===== src/rtl/ll_req_arbiter_if.sv =====
// Engine-side request channel shared by the arbiter (master) and ll_engine (slave).
// Carries the captured request fields plus the engine's ready and completion strobes.
interface ll_req_arbiter_if #(
  parameter int HEADPTR_ADDR_WIDTH = 4,
  parameter int NODENUM_WIDTH      = 8,
  parameter int DATA_WIDTH         = 16,
  parameter int MAINOP_WIDTH       = 2,
  parameter int SPEC_WIDTH         = 2
) ();
  logic                          req_vld;
  logic [MAINOP_WIDTH-1:0]       req_main_op;
  logic [SPEC_WIDTH-1:0]         req_spec;
  logic [HEADPTR_ADDR_WIDTH-1:0] req_ll_num_in;
  logic [NODENUM_WIDTH-1:0]      req_pos;
  logic [DATA_WIDTH-1:0]         req_data;
  logic                          intf_ready;
  logic                          resp_gen_cmpltd;

  modport master (
    output req_vld, req_main_op, req_spec, req_ll_num_in, req_pos, req_data,
    input  intf_ready, resp_gen_cmpltd
  );

  modport slave (
    input  req_vld, req_main_op, req_spec, req_ll_num_in, req_pos, req_data,
    output intf_ready, resp_gen_cmpltd
  );
endinterface


===== src/rtl/ll_req_arbiter.sv =====
// Two-port round-robin arbiter in front of the ll_engine request channel; the granted
// port owns the engine until completion or a WAIT_RESP timeout.
module ll_req_arbiter #(
  parameter int HEADPTR_ADDR_WIDTH = 4,
  parameter int NODENUM_WIDTH      = 8,
  parameter int DATA_WIDTH         = 16,
  parameter int MAINOP_WIDTH       = 2,
  parameter int SPEC_WIDTH         = 2,
  parameter int TIMEOUT_CYCLES     = 1024
) (
  input  logic                            clk,
  input  logic                            reset_n,
  input  logic [1:0]                      s_req_vld,
  input  logic [2*MAINOP_WIDTH-1:0]       s_main_op,
  input  logic [2*SPEC_WIDTH-1:0]         s_spec,
  input  logic [2*HEADPTR_ADDR_WIDTH-1:0] s_ll_num,
  input  logic [2*NODENUM_WIDTH-1:0]      s_pos,
  input  logic [2*DATA_WIDTH-1:0]         s_data,
  output logic [1:0]                      s_req_rdy,
  output logic [1:0]                      s_done,
  output logic [1:0]                      s_timeout,
  ll_req_arbiter_if.master                eng,
  output logic                            busy,
  output logic                            timeout_sticky
);
  localparam int CNT_W = $clog2(TIMEOUT_CYCLES);
  localparam logic [CNT_W-1:0] CNT_LAST = CNT_W'(TIMEOUT_CYCLES - 1);

  typedef enum logic [1:0] {IDLE, ISSUE, WAIT_RESP} state_t;

  state_t                        state_reg;
  logic                          last_grant_reg;
  logic                          owner_reg;
  logic [CNT_W-1:0]              cnt_reg;
  logic [1:0]                    done_reg;
  logic [1:0]                    timeout_reg;
  logic                          sticky_reg;
  logic                          req_vld_reg;
  logic [MAINOP_WIDTH-1:0]       main_op_reg;
  logic [SPEC_WIDTH-1:0]         spec_reg;
  logic [HEADPTR_ADDR_WIDTH-1:0] ll_num_reg;
  logic [NODENUM_WIDTH-1:0]      pos_reg;
  logic [DATA_WIDTH-1:0]         data_reg;

  logic [MAINOP_WIDTH-1:0]       main_op_arr [2];
  logic [SPEC_WIDTH-1:0]         spec_arr    [2];
  logic [HEADPTR_ADDR_WIDTH-1:0] ll_num_arr  [2];
  logic [NODENUM_WIDTH-1:0]      pos_arr     [2];
  logic [DATA_WIDTH-1:0]         data_arr    [2];

  logic [1:0] grant;
  logic       winner;

  generate
    for (genvar gi = 0; gi < 2; gi++) begin : g_port
      assign main_op_arr[gi] = s_main_op[gi*MAINOP_WIDTH +: MAINOP_WIDTH];
      assign spec_arr[gi]    = s_spec[gi*SPEC_WIDTH +: SPEC_WIDTH];
      assign ll_num_arr[gi]  = s_ll_num[gi*HEADPTR_ADDR_WIDTH +: HEADPTR_ADDR_WIDTH];
      assign pos_arr[gi]     = s_pos[gi*NODENUM_WIDTH +: NODENUM_WIDTH];
      assign data_arr[gi]    = s_data[gi*DATA_WIDTH +: DATA_WIDTH];
    end
  endgenerate

  // On a tie the port that did not win last time is served.
  always_comb begin
    grant    = 2'b00;
    grant[0] = s_req_vld[0] && (!s_req_vld[1] || last_grant_reg);
    grant[1] = s_req_vld[1] && (!s_req_vld[0] || !last_grant_reg);
    winner   = grant[1];
  end

  // Masked during reset so a requester never sees an accept that the reset discards.
  assign s_req_rdy = (state_reg == IDLE && reset_n) ? grant : 2'b00;

  always_ff @(posedge clk) begin
    if (!reset_n) begin
      state_reg      <= IDLE;
      last_grant_reg <= 1'b1;
      owner_reg      <= 1'b0;
      cnt_reg        <= '0;
      done_reg       <= 2'b00;
      timeout_reg    <= 2'b00;
      sticky_reg     <= 1'b0;
      req_vld_reg    <= 1'b0;
      main_op_reg    <= '0;
      spec_reg       <= '0;
      ll_num_reg     <= '0;
      pos_reg        <= '0;
      data_reg       <= '0;
    end else begin
      done_reg    <= 2'b00;
      timeout_reg <= 2'b00;
      case (state_reg)
        IDLE: begin
          if (|s_req_vld) begin
            main_op_reg    <= main_op_arr[winner];
            spec_reg       <= spec_arr[winner];
            ll_num_reg     <= ll_num_arr[winner];
            pos_reg        <= pos_arr[winner];
            data_reg       <= data_arr[winner];
            owner_reg      <= winner;
            last_grant_reg <= winner;
            req_vld_reg    <= 1'b1;
            state_reg      <= ISSUE;
          end
        end
        ISSUE: begin
          if (eng.intf_ready) begin
            req_vld_reg <= 1'b0;
            cnt_reg     <= '0;
            state_reg   <= WAIT_RESP;
          end
        end
        WAIT_RESP: begin
          // Completion takes priority over a coincident terminal count.
          if (eng.resp_gen_cmpltd) begin
            done_reg  <= owner_reg ? 2'b10 : 2'b01;
            state_reg <= IDLE;
          end else if (cnt_reg == CNT_LAST) begin
            timeout_reg <= owner_reg ? 2'b10 : 2'b01;
            sticky_reg  <= 1'b1;
            state_reg   <= IDLE;
          end else begin
            cnt_reg <= cnt_reg + CNT_W'(1);
          end
        end
        default: state_reg <= IDLE;
      endcase
    end
  end

  assign eng.req_vld       = req_vld_reg;
  assign eng.req_main_op   = main_op_reg;
  assign eng.req_spec      = spec_reg;
  assign eng.req_ll_num_in = ll_num_reg;
  assign eng.req_pos       = pos_reg;
  assign eng.req_data      = data_reg;
  assign s_done            = done_reg;
  assign s_timeout         = timeout_reg;
  assign timeout_sticky    = sticky_reg;
  assign busy              = (state_reg != IDLE);
endmodule


===== src/flat_wrapper.sv =====
// flat-port wrapper written by rule: the top's interface ports become plain ports
module ll_req_arbiter_flat 
#(
  parameter int HEADPTR_ADDR_WIDTH = 4,
  parameter int NODENUM_WIDTH      = 8,
  parameter int DATA_WIDTH         = 16,
  parameter int MAINOP_WIDTH       = 2,
  parameter int SPEC_WIDTH         = 2,
  parameter int TIMEOUT_CYCLES     = 1024
)
  (clk, reset_n, s_req_vld, s_main_op, s_spec, s_ll_num, s_pos, s_data, s_req_rdy, s_done, s_timeout, busy, timeout_sticky, eng_req_vld, eng_req_main_op, eng_req_spec, eng_req_ll_num_in, eng_req_pos, eng_req_data, eng_intf_ready, eng_resp_gen_cmpltd);
  ll_req_arbiter_if #(.HEADPTR_ADDR_WIDTH(HEADPTR_ADDR_WIDTH), .NODENUM_WIDTH(NODENUM_WIDTH), .DATA_WIDTH(DATA_WIDTH), .MAINOP_WIDTH(MAINOP_WIDTH), .SPEC_WIDTH(SPEC_WIDTH)) eng_i ();
  input  logic clk;
  input  logic reset_n;
  input  logic [1:0] s_req_vld;
  input  logic [2*MAINOP_WIDTH-1:0] s_main_op;
  input  logic [2*SPEC_WIDTH-1:0] s_spec;
  input  logic [2*HEADPTR_ADDR_WIDTH-1:0] s_ll_num;
  input  logic [2*NODENUM_WIDTH-1:0] s_pos;
  input  logic [2*DATA_WIDTH-1:0] s_data;
  output logic [1:0] s_req_rdy;
  output logic [1:0] s_done;
  output logic [1:0] s_timeout;
  output logic busy;
  output logic timeout_sticky;
  output wire logic [$bits(eng_i.req_vld)-1:0] eng_req_vld;
  output wire logic [$bits(eng_i.req_main_op)-1:0] eng_req_main_op;
  output wire logic [$bits(eng_i.req_spec)-1:0] eng_req_spec;
  output wire logic [$bits(eng_i.req_ll_num_in)-1:0] eng_req_ll_num_in;
  output wire logic [$bits(eng_i.req_pos)-1:0] eng_req_pos;
  output wire logic [$bits(eng_i.req_data)-1:0] eng_req_data;
  input wire logic [$bits(eng_i.intf_ready)-1:0] eng_intf_ready;
  input wire logic [$bits(eng_i.resp_gen_cmpltd)-1:0] eng_resp_gen_cmpltd;
  assign eng_req_vld = eng_i.req_vld;
  assign eng_req_main_op = eng_i.req_main_op;
  assign eng_req_spec = eng_i.req_spec;
  assign eng_req_ll_num_in = eng_i.req_ll_num_in;
  assign eng_req_pos = eng_i.req_pos;
  assign eng_req_data = eng_i.req_data;
  assign eng_i.intf_ready = eng_intf_ready;
  assign eng_i.resp_gen_cmpltd = eng_resp_gen_cmpltd;
  ll_req_arbiter #(.HEADPTR_ADDR_WIDTH(HEADPTR_ADDR_WIDTH), .NODENUM_WIDTH(NODENUM_WIDTH), .DATA_WIDTH(DATA_WIDTH), .MAINOP_WIDTH(MAINOP_WIDTH), .SPEC_WIDTH(SPEC_WIDTH), .TIMEOUT_CYCLES(TIMEOUT_CYCLES)) u_core (.clk(clk), .reset_n(reset_n), .s_req_vld(s_req_vld), .s_main_op(s_main_op), .s_spec(s_spec), .s_ll_num(s_ll_num), .s_pos(s_pos), .s_data(s_data), .s_req_rdy(s_req_rdy), .s_done(s_done), .s_timeout(s_timeout), .eng(eng_i), .busy(busy), .timeout_sticky(timeout_sticky));
endmodule

===== config.mk =====
export PLATFORM = sky130hd
export DESIGN_NAME = ll_req_arbiter_flat
export DESIGN_NICKNAME = d
export VERILOG_FILES = /design/src/rtl/ll_req_arbiter_if.sv /design/src/rtl/ll_req_arbiter.sv /design/src/flat_wrapper.sv
export SDC_FILE = /design/constraint.sdc
export NUM_CORES = 1
export LEC_CHECK = 0
export ABC_AREA = 1
export CORE_MARGIN = 10
export CORE_UTILIZATION = 36
export DETAILED_ROUTE_END_ITERATION = 16
export PLACE_DENSITY = 0.71
export SYNTH_ARGS = -nofsm -noshare
export SYNTH_HDL_FRONTEND = slang
export SYNTH_SLANG_ARGS = --single-unit

===== constraint.sdc =====
create_clock -name clk -period 1.84 [get_ports clk]
set_input_delay 0.552 -clock clk [delete_from_list [all_inputs] [get_ports clk]]
set_output_delay 0.552 -clock clk [all_outputs]
set_load 0.05 [all_outputs]

### Yosys cells after proc, flatten, opt, wreduce, memory -nomap -nowiden

Index checks and enable logic that the tools add are counted.

* add/subtract/negate cells: 1
* magnitude comparators: 1
* equality and inequality tests: 8
* mux-type cells: 29
* bitwise gates (word level): 5
* reductions and logical operators: 20

Operators with widths (number)
* $mux W16: 3
* $mux W10: 3
* $mux W2: 12
* $mux W8: 3
* $pmux W10 S2: 1
* $mux W4: 3
* $reduce_and A3 Y1: 4
* $add A10 B1 Y10 const B: 1
* $eq A10 B10 Y1 const B: 1
* $ne A2 B2 Y1 const B: 4
* $pmux W2 S3: 1
* $reduce_bool A2 Y1: 3
* $not A1 Y1: 4
* $reduce_and A4 Y1: 1
* $reduce_or A4 Y1: 1
* $logic_and A1 B1 Y1: 3
* $logic_not A1 Y1: 3
* $ne A3 B2 Y1 const B: 1
* $eq A2 B1 Y1 const B: 1
* $eq A2 B2 Y1 const B: 1
* $ge A2 B2 Y1 const B: 1
* $logic_not A2 Y1: 1
* $logic_or A1 B1 Y1: 2
* $mux W1: 2
* 4 further kinds: 4

* flip-flop bits (word level): 52
* input port bits: 70
* output and inout bits: 41
* word-level logic and storage cells: 77

### Depth between registers and ports, before layout

Gate-level depths: netlist (run 1).

* depth in word-level cells: 7
* gate-level depth with buffers: 10
* mapped depth without buffers: 9

### Worst setup path before layout (run 1)

OpenSTA, ideal clock, no wires.

* path kind: input to output
* from: in reset_n
* to: out s_req_rdy[0]
* arrival time: 2.010 ns
* required time: 1.288 ns
* setup slack: -0.722 ns
* stages: 3
* buffers on the path: 1
* cell sequence: buf_2 > clkinv_1 > nor3_1

* cells in the longest elaborated chain, start to end: 2

RTL lines
* from (decl): RTL line flat_wrapper.sv:14 `input logic reset_n;`
* $logic_and A1 B1 Y1: RTL line ll_req_arbiter.sv:73 `assign s_req_rdy = (state_reg == IDLE && reset_n) ? grant : 2'b00;`
* $mux W2: RTL line ll_req_arbiter.sv:73
* to (decl): RTL line flat_wrapper.sv:21 `output logic [1:0] s_req_rdy;`

Every way passes these cells.

### Worst setup path in the final report (run 1)

* from: reg u_core.state_reg[1]
* to: out s_req_rdy[1]

* cells in the longest elaborated chain, start to end: 3

RTL lines
* from (decl): RTL line ll_req_arbiter.sv:31 `state_t state_reg;`
* from (signal assigned): RTL line ll_req_arbiter.sv:77 `state_reg <= IDLE;`
* from (signal assigned): RTL line ll_req_arbiter.sv:104 `state_reg <= ISSUE;`
* from (signal assigned): RTL line ll_req_arbiter.sv:111 `state_reg <= WAIT_RESP;`
* $logic_not A2 Y1: RTL line ll_req_arbiter.sv:73
* $logic_and A1 B1 Y1: RTL line ll_req_arbiter.sv:73
* $mux W2: RTL line ll_req_arbiter.sv:73

Every way passes these cells.

==> flow_summary_export.csv, run 1 <==
group,metric,value,unit
status,status,"completed",
cells_and_area,n_antenna_cell,0,
power,p_leak,1.628,nW
cells_and_area,final_area,0.003754,mm^2
logic_synthesis,synth-seq-area-share,0.4345,
logic_synthesis,yosys_warnings,0,
power,peakVddDrop,0.0004020,V
cells_and_area,final_cell_mix,"89 x nand2_1, 66 x clkdlybuf4s50_1, 53 x buf_4",
cells_and_area,syn2layout_area_growth,56.66,%
logic_synthesis,synth-edff-count,0,
setup_path,r2r_slack,310,ps
power,total_power,3.200,mW
setup_path,r2r_cells,10,
clock_tree,htreeDepth,2,
logic_synthesis,synth-seq-cells,52,
floorplanning,dieWidth,101.6,um
place,io_buffers,110,
hold_path,hp-start,"u_core.eng.req_pos[0]",
setup_path,reg2reg_to,"u_core.eng.req_pos[4]",
timing,grt_setup_unrepaired,"yes",
timing,relSlewSlack,0.7667,
place,gp_congestion,0.8208,
floorplanning,rows,29,
global_routing,grt_pass1_vias,2438,
drt,drc,0,
drt,dr_total_vias,2511,
place,postPlaceCellArea,0.003568,mm^2
global_routing,grt_pass1_wl,12.03,mm
logic_synthesis,syn_avg_cell_area,7.261,um^2
logic_synthesis,synth_ff_type,"dfxtp_1",
clock_tree,numCtsBuffers,5,
logic_synthesis,netlist_area,0.002396,mm^2
logic_synthesis,yosys.area.top_type,"dfxtp_1",
clock_tree,clock-sinks,52,
clock_tree,cts_buffer_depth,2,
drt,first_pass_iters,4,
timing,finalSetupViolations,0,
setup_path,end_kind,"primary output",
logic_synthesis,synthTopCellsByArea,"dfxtp_1 43%, nand2_1 14%, o21ai_0 8.4%, a31oi_1 7.0%, inv_1 3.8%",
clock_tree,root_buffer,"clkbuf_8",
clock_tree,insertion_delay,300,ps
global_routing,grt.overflow.total,0,
logic_synthesis,synth_top_area_share,0.4345,
setup_path,r2r-start,"u_core.last_grant_reg",
run,drv_cap,0,
setup_path,worstPathMaxFanout,3,
setup_path,critPathLaunchType,"flop",
timing,hold_violations,0,
timing,worstMarginPinSlew,348.7,ps
logic_synthesis,synth_cells,330,
place,dp.cells,510,
timing,slew_viol_final,0,
cells_and_area,layout_commonest_cell,"nand2_1",
timing,skew,6.739,ps
cells_and_area,instances_no_fill,523,
drt,wl_per_cell,14.36,um
hold_path,worstHoldEndpoint,"u_core.eng.req_pos[0]",
drt,wirelength,7.510,mm
clock_tree,clk_pin_slew,100,ps
place,dp_hpwl,5.712,mm
cells_and_area,drive_above_1_share,0.2242,
global_routing,grt_max_degree,43,
timing,fin_crit_sh,0.9936,
global_routing,antenna_found_initial,0,
timing,fin_hold_ws,470.9,ps
cells_and_area,fill_cells,616,
drt,postRouteAntennaNets,0,
timing,period_minus_slack,1828,ps
drt,vias_per_cell,4.801,
setup_path,crit_type,"flop to primary output",
setup_path,cp_data_arrival_time,1280,ps
clock_tree,cts_tree,"yes",
cells_and_area,largest_reg_flops,16,
hold_path,hold_depth,2,
global_routing,track_usage,0.1445,
floorplanning,die_h,101.6,um
logic_synthesis,synthArstFlopShare,0,
cells_and_area,nets,516,
hold_path,hold_class,"flop to flop",
power,power_density,852.4,mW/mm^2
floorplanning,start_util,0.3731,
clock_tree,postCtsHoldBufs,0,
floorplanning,die-area,0.01032,mm^2
drt,drtIter0Drc,77,
floorplanning,core,0.006422,mm^2
cells_and_area,final_util,0.5845,
setup_path,crit_required,1290,ps
logic_synthesis,syn-num-nets,401,
logic_synthesis,netlist-cell-type-count,31,
floorplanning,io_pins,111,
timing,fmaxAchievable,0.5470,GHz
==> cells by family after synthesis <==
kind of cell | share of synthesized area
compound gates | 0.1995
xor+xnor | 0.003656
fa+ha+maj | 0.005221
buf+inv | 0.08146
flops | 0.4345
simple gates | 0.2757
==> area by class of cell <==
cell class                      instances  area [um^2]  area share
Inverter                               28        116.4     0.03100
Tap cell                               77        96.34     0.02567
Clock buffer                            7        96.34     0.02567
Timing Repair Buffer                  126         1166      0.3107
Sequential cell                        52         1044      0.2780
Clock inverter                          1        30.03    0.008000
Multi-Input combinational cell        232         1205      0.3210
==> Yosys cell counts, drive strengths merged, types with 2 or more instances <==
library cell	instances
nor3	4
o21ai	43
dfxtp	52
clkbuf	7
nand2	99
a31oi	27
inv	26
buf	11
clkinv	2
a21oi	13
nand3	13
nor2	27
==> report_power, final <==
part | switching [mW] | total (mW) | leakage (nW) | internal, mW
combinational | 0.641 | 1.04 | 1.13 | 0.402
clock | 0.385 | 0.866 | 0.0645 | 0.481
sequential | 0.0590 | 1.29 | 0.429 | 1.23
total | 1.09 | 3.20 | 1.63 | 2.11
==> critical path, cell delays in order, from the launching register on <==
cell	delay, ps
dfxtp_2	350
inv_4	70
nand2_8	60
nor2_4	130
nand2_4	70
nor2_4	140
buf_12	150
==> repair_timing <==
action                                  4_1_cts  5_1_grt
endpoints found under the setup margin        2        1
setup buffers                                 1        4
pin swaps                                     4        5
gates resized for setup                      13        5
==> layer usage <==
layer | wire (um) | track usage
met1 | 2995 | 0.1517
met4 | 153 | 0.05171
met2 | 3468 | 0.2356
met3 | 892 | 0.08509
met5 | 0 | 0
==> through the flow <==
step / setup TNS (ps) / setup WS, ps
2_1_floorplan: 0 / 0.7259
3_3_place_gp: -6027 / -340.6
3_5_place_dp: -6791 / -352.3
4_1_cts: -6.549 / -6.549
5_1_grt: -37.80 / -37.80
6_report: 0 / 11.72
==> worst max-delay path by stage <==
stage / to / slack, ps / from / depth (start not counted)
floorplan: s_req_rdy[1] / 0.7 / u_core.state_reg[1] / 6
global placement: s_req_rdy[1] / -340 / s_req_vld[1] / 6
detailed placement: s_req_rdy[1] / -350 / s_req_vld[1] / 6
CTS: s_req_rdy[1] / -7 / u_core.state_reg[1] / 6
global route: s_req_rdy[1] / -40 / u_core.state_reg[1] / 6
finish: s_req_rdy[1] / 10 / u_core.state_reg[1] / 6
Power figures use the tool's default switching activity.
==> run 2: changes to the inputs <==
--- a/config.mk
+++ b/config.mk
@@ -8,6 +8,7 @@
 export ABC_AREA = 1
 export CORE_MARGIN = 10
 export CORE_UTILIZATION = 36
+export CTS_CLUSTER_DIAMETER = 50
 export DETAILED_ROUTE_END_ITERATION = 16
 export PLACE_DENSITY = 0.71
 export SYNTH_ARGS = -nofsm -noshare
==> results of run 2 <==
The final DEF is identical to that of run 1; final timing and power are the same.
==> RTL change 1, RTL diff (flow settings as in run 2) <==
Make the reset (`reset_n`) asynchronous in one clocked block.
--- a/src/rtl/ll_req_arbiter.sv
+++ b/src/rtl/ll_req_arbiter.sv
@@ -72,7 +72,7 @@
   // Masked during reset so a requester never sees an accept that the reset discards.
   assign s_req_rdy = (state_reg == IDLE && reset_n) ? grant : 2'b00;
 
-  always_ff @(posedge clk) begin
+  always_ff @(posedge clk or negedge reset_n) begin
     if (!reset_n) begin
       state_reg      <= IDLE;
       last_grant_reg <= 1'b1;
Function: differs if reset_n is asserted again (counterexample within 4 cycles, from zero or initial values and one cycle with reset_n low); with reset_n held inactive, the same outputs for 10 cycles.
==> RTL change 1 against run 2 <==
  * The flow now finishes with violations (negative setup slack)
  * Cell count grew 2.1%
  * Area after synthesis grew 7.8%
  * Cell area grew 6.6%
  * Routed wire length grew 4.9%
  * Sequential cell count is the same
  * Largest cell class is now sequential cells
  * Synthesized cell count shrank 5.8%
  * Non-clock buffer count grew 6
  * Worst setup slack lost 170 ps
  * Hold slack lost 92 ps
Power is not compared: it rests on default switching activity, and its combinational part moved more than twofold at a synthesized area within 25%.
==> RTL change 1: results (changes against run 2) <==
stage,metric,value,unit,change
yosys,muxShareOfSynthArea,0,%,unchanged
sta,setup_ws,-159,ps,-171 ps
place,post-dp-hpwl,5940,µm,+4.0%
clocking,cts_buffer_depth,2,,unchanged
setup_path,r2r_cells,9,,-1
yosys,synthTopCellsByArea,"dfrtp_1 (49%), nand2_1 (9.3%), o21ai_0 (7.9%), nor2_1 (7.1%), o21ai_1 (5.6%)",,
detailed_routing,drt-initial-drc-count,86,,+12%
global_route,use_met3,8.29,%,-0.22 points
clocking,clock_latency,300,ps,about the same
detailed_routing,drt_wl_total,7880,µm,+4.9%
setup_path,startpoint,u_core.last_grant_reg,,
global_route,grt_pass1_wl,12600,µm,+4.3%
finish,largest_reg_flops,16,,unchanged
setup_path,r2r-start,u_core.cnt_reg[0],,
setup_path,reg2reg_to,u_core.cnt_reg[8],,
run_status,violations,negative setup slack,,
detailed_routing,first_pass_iters,4,,unchanged
clocking,numCtsBuffers,5,,unchanged
power,internal_power,3.33,mW,
yosys,seq_area_frac_synth,50.4,%,+7.0 points
yosys,synth_compound_area_share,19.6,%,-0.38 points
power,ir_worst_vdd,0.980,mV,
global_route,globalRouteMet1Util,14.9,%,-0.31 points
place,port_buffers,110,,unchanged
setup_path,slowest_delay,540,ps,+190 ps
yosys,async_flop_share,100,%,+100 points
detailed_routing,num_vias,2519,,+0.32%
place,gp_congestion,0.800,,-2.5%
global_route,grt_antenna_before_repair,0,,unchanged
sta,setup_viol,2,,+2
setup_path,crit_fanout,2,,-1
yosys,synth_fa_ha_area_share,0.484,%,-0.038 points
yosys,ys.warnings.count,0,,unchanged
yosys,yosysUniqueCellTypes,30,,-3.2%
yosys,synthTopCellsByCount,"nand2_1 (64), dfrtp_1 (51), nor2_1 (49)",,
clocking,cts_max_level,2,,unchanged
setup_path,reg2reg_setup_slack,340,ps,+30 ps
detailed_routing,drtAntennaViolNets,0,,unchanged
yosys,synth_xor_area_share,0,%,-0.37 points
sta,skew,3.27,ps,-3.47 ps
global_route,use_met2,23.1,%,-0.51 points
power,p_leak,1.82,nW,
global_route,grtUsageTotal,13.9,%,-0.52 points
worst_hold_path,hp-class,in -> async,,
yosys,synth_fp_nets,382,,-4.7%
setup_path,crit_path_top_delay_cell,dfstp_2,,
setup_path,crit_arrival,1450,ps,+170 ps
run_status,outcome,"finished, violations left",,
yosys,synthFlopType,dfrtp_1,,
finish,nNetsFinal,508,,-1.6%
setup_path,crit_end,s_req_rdy[0],,
finish,num-fill-cells,605,,-1.8%
finish,post_route_cells_drive_above_1_share,23.1,%,+0.64 points
global_route,first_global_vias,2524,,+3.5%
clocking,ctsRootBufferMaster,clkbuf_8,,
clocking,clk_pin_slew_worst_paths,90,ps,
global_route,grt_max_degree,53,,+23%
finish,n_antenna_cell,0,,unchanged
setup_path,crit_family,flip-flops,,
sta,tightest_slew,661,ps,+312 ps
-- RTL change 1: cell count changes after synthesis, sizes merged, moves of 4 or more --
cell	before	now
dfxtp	52	0
dfrtp	0	51
o21ai	43	77
nand2	99	70
a31oi	27	0
nor2	27	53
nand3	13	4
a21oi	13	5
buf	11	7
-- RTL change 1: what timing repair did --
action                                  4_1_cts  5_1_grt
endpoints found under the setup margin        2        2
setup buffers                                 4        3
gates cloned                                  0        0
gates resized for setup                       7        2
pin swaps                                     3        4
-- RTL change 1: kinds of logic after synthesis --
| kind of cell | after synthesis |
|---|---|
| AO/OA/AOI/OAI | 87 |
| adder cells (fa/ha/maj) | 1 |
| flip-flops | 52 |
| buffers and inverters | 39 |
| AND/OR/NAND/NOR | 132 |
-- RTL change 1: area by class of cell --
type	count	area share, %
inverters	26	2.50
repair buffers	132	31.9
flip-flops and latches	52	32.6
clock buffers	8	2.25
well taps	96	3.00
multi-input cells	220	27.8
-- RTL change 1: how the worst min path moves through the flow --
stage | end | slack, ps | cells past startpoint
6_report | u_core.s_done[1] | 380 | 2
5_1_grt | u_core.eng.req_pos[2] | 440 | 2
4_1_cts | u_core.s_done[1] | 410 | 2
3_5_place_dp | u_core.s_done[0] | 450 | 1
3_3_place_gp | u_core.s_done[0] | 450 | 1
2_1_floorplan | u_core.cnt_reg[0] | 260 | 0
-- RTL change 1: worst register-to-register path: cells and delay by family, from the launching register on --
kind                       cells  cell delay, ps
and+or+nand+nor                5             520
adders and majority gates      1             200
AOI/OAI and AO/OA              2             120
DFF                            1             400
buffers and inverters          1             150
-- RTL change 1: layer usage --
layer,vias up,routed length (µm)
li1,1257,-
met1,1175,3010
met2,82,3820
met3,5,966
met4,0,80
met5,-,0
-- RTL change 1: power by group through the flow --
stage	Sequential [mW]	Combinational, mW	Clock [mW]
global route	1.91	4.36	0.744
floorplan	3.13	1.26	0
finish	1.86	4.07	0.678
global placement	1.87	3.89	0
detailed placement	1.87	3.96	0
CTS	1.86	4.05	0.708
-- RTL change 1: per-stage QoR --
| step | std cells | setup slack [ps] | instance area (µm²) | TNS, ps | hold slack (ps) |
|---|---|---|---|---|---|
| 5_1_grt | 534 | -212 | 4000 | -304 | 438 |
| 2_1_floorplan | 311 | -77.5 | 2620 | -151 | 256 |
| 6_report | 534 | -159 | 4000 | -203 | 379 |
| 4_1_cts | 531 | -185 | 3970 | -245 | 406 |
| 3_3_place_gp | 519 | -385 | 3840 | -8760 | 446 |
| 3_5_place_dp | 519 | -431 | 3840 | -10820 | 451 |
==> RTL change 2, RTL diff (flow settings as in run 2) <==
Without the edit above. `DATA_WIDTH` is set to 16 in 3 places; all go to 14.
--- a/src/rtl/ll_req_arbiter_if.sv
+++ b/src/rtl/ll_req_arbiter_if.sv
@@ -3,7 +3,7 @@
 interface ll_req_arbiter_if #(
   parameter int HEADPTR_ADDR_WIDTH = 4,
   parameter int NODENUM_WIDTH      = 8,
-  parameter int DATA_WIDTH         = 16,
+  parameter int DATA_WIDTH         = 14,
   parameter int MAINOP_WIDTH       = 2,
   parameter int SPEC_WIDTH         = 2
 ) ();
--- a/src/rtl/ll_req_arbiter.sv
+++ b/src/rtl/ll_req_arbiter.sv
@@ -3,7 +3,7 @@
 module ll_req_arbiter #(
   parameter int HEADPTR_ADDR_WIDTH = 4,
   parameter int NODENUM_WIDTH      = 8,
-  parameter int DATA_WIDTH         = 16,
+  parameter int DATA_WIDTH         = 14,
   parameter int MAINOP_WIDTH       = 2,
   parameter int SPEC_WIDTH         = 2,
   parameter int TIMEOUT_CYCLES     = 1024
--- a/src/flat_wrapper.sv
+++ b/src/flat_wrapper.sv
@@ -3,7 +3,7 @@
 #(
   parameter int HEADPTR_ADDR_WIDTH = 4,
   parameter int NODENUM_WIDTH      = 8,
-  parameter int DATA_WIDTH         = 16,
+  parameter int DATA_WIDTH         = 14,
   parameter int MAINOP_WIDTH       = 2,
   parameter int SPEC_WIDTH         = 2,
   parameter int TIMEOUT_CYCLES     = 1024
Interface: changed (resized eng_req_data and s_data); port bits go from 111 to 105. No check against the original RTL was run, so the function may have changed too.
==> RTL change 2 against run 2 <==
  * Non-clock buffer count shrank 8
  * Worst setup slack better by 46 ps
  * Routed wire length up 4.1%
  * Total power decreased by 8.3%
  * Maximum frequency up 2.6%
  * Highest routed layer unchanged
  * Cell area is 1.1% lower
  * Area after synthesis grew 1.2%
  * Sequential cell count down 2
  * Cell count up 0.96%
==> RTL change 2: results (changes against run 2) <==
stage,metric,value,unit,change
global_route,grtUsageTotal,14.5,%,+0.017 points
sta,skew,7.22,ps,+0.478 ps
setup_path,r2r-start,u_core.cnt_reg[0],,
setup_path,reg2reg_to,u_core.cnt_reg[4],,
setup_path,crit_path_top_delay_cell,dfxtp_1,,
global_route,grt_max_degree,29,,-33%
worst_hold_path,hold_path.startpoint,u_core.eng.req_data[1],,
global_route,grt_pass1_wl,12200,µm,+1.8%
worst_hold_path,min_to,u_core.eng.req_data[1],,
yosys,synthTopCellsByArea,"dfxtp_1 (41%), nand2_1 (9.4%), o21ai_1 (8.5%), a21oi_1 (7.0%), inv_1 (6.5%)",,
detailed_routing,num_vias,2532,,+0.84%
detailed_routing,drt_wl_total,7820,µm,+4.1%
power,p_leak,1.66,nW,+2.0%
yosys,synthTopCellsByCount,"nand2_1 (61), dfxtp_1 (50), inv_1 (42)",,
setup_path,reg2reg_setup_slack,360,ps,+50 ps
place,dp_slack,-393,ps,-40.8 ps
power,ir_worst_vdd,0.372,mV,-7.4%
detailed_routing,drt-initial-drc-count,115,,+49%
finish,final_core_util,57.5,%,-0.99 points
finish,largest_reg_flops,14,,-2
finish,nNetsFinal,517,,+0.19%
sta,whs,467,ps,-4.21 ps
place,post-dp-hpwl,5920,µm,+3.6%
setup_path,crit_arrival,1230,ps,-50 ps
place,port_buffers,104,,-5.5%
global_route,first_global_vias,2350,,-3.6%
yosys,synth_fp_nets,410,,+2.2%
clocking,cts_setup_buffers,0,,-1
yosys,yosysUniqueCellTypes,29,,-6.5%
setup_path,startpoint,u_core.last_grant_reg,,
place,gp_congestion,0.812,,-1.1%
run_status,outcome,finished clean,,
finish,post_route_cells_drive_above_1_share,22.4,%,-0.027 points
yosys,seq_area_frac_synth,41.3,%,-2.2 points
setup_path,crit_fanout,4,,+1
setup_path,r2r_cells,8,,-2
[RTL change 2: cell types whose count changed after synthesis, sizes merged, moves of 3 or more]
cell   before  now
a21oi      13   38
nand2      99   71
o21ai      43   66
inv        26   50
nor4        1    4
a31oi      27    0
[RTL change 2: final cells by class]
type	instances	area (µm²)	share of cell area (%)
Timing Repair Buffer	118	1140	30.6
Multi-Input combinational cell	225	1190	32.0
Clock buffer	6	82.6	2.23
Inverter	50	193	5.19
Tap cell	77	96.3	2.60
Sequential cell	50	1000	27.0
Clock inverter	2	12.5	0.337
[RTL change 2: report_power, final]
group / internal (mW) / leakage (nW) / switching (mW)
logic: 0.416 / 1.20 / 0.611
clock network: 0.303 / 0.0472 / 0.377
registers: 1.17 / 0.411 / 0.0543
total: 1.89 / 1.66 / 1.04
[RTL change 2: how the worst max path moves through the flow]
stage,to,slack [ps],cells past startpoint
global route,s_req_rdy[0],5,4
global placement,s_req_rdy[0],-360,5
CTS,s_req_rdy[1],10,4
floorplan,s_req_rdy[1],7,4
finish,s_req_rdy[1],60,4
detailed placement,s_req_rdy[0],-390,5
[RTL change 2: per-layer routing]
| layer | GRT usage (%) | wire [µm] |
|---|---|---|
| met2 | 23.3 | 3470 |
| met5 | 0 | 0 |
| met1 | 17.9 | 3520 |
| met3 | 5.06 | 741 |
| met4 | 4.01 | 87 |
[RTL change 2: cells by family after synthesis]
group                    Yosys count  synth area share, %
adder cells (fa/ha/maj)            1                0.516
flip-flops                        50                 41.3
AO/OA/AOI/OAI                    106                 23.0
AND/OR/NAND/NOR                  118                 23.8
buffers and inverters             68                 11.4
[RTL change 2: worst max-delay path, delay by kind of cell, from the launching register on]
kind | cells | cell delay, ps
AND/OR/NAND/NOR | 3 | 390
buffers and inverters | 1 | 170
flip-flops | 1 | 360
[RTL change 2: stage by stage]
step,cells,power (mW)
finish,528,2.93
CTS,528,2.98
floorplan,343,1.85
detailed placement,520,2.28
global route,528,3.10
global placement,520,2.27
[RTL change 2: repair_timing]
| action | CTS | global route |
|---|---|---|
| hold endpoints to repair | 0 | 0 |
| pin swaps | 3 | 3 |
| setup endpoints to repair | 2 | 2 |
| gates resized for setup | 10 | 2 |
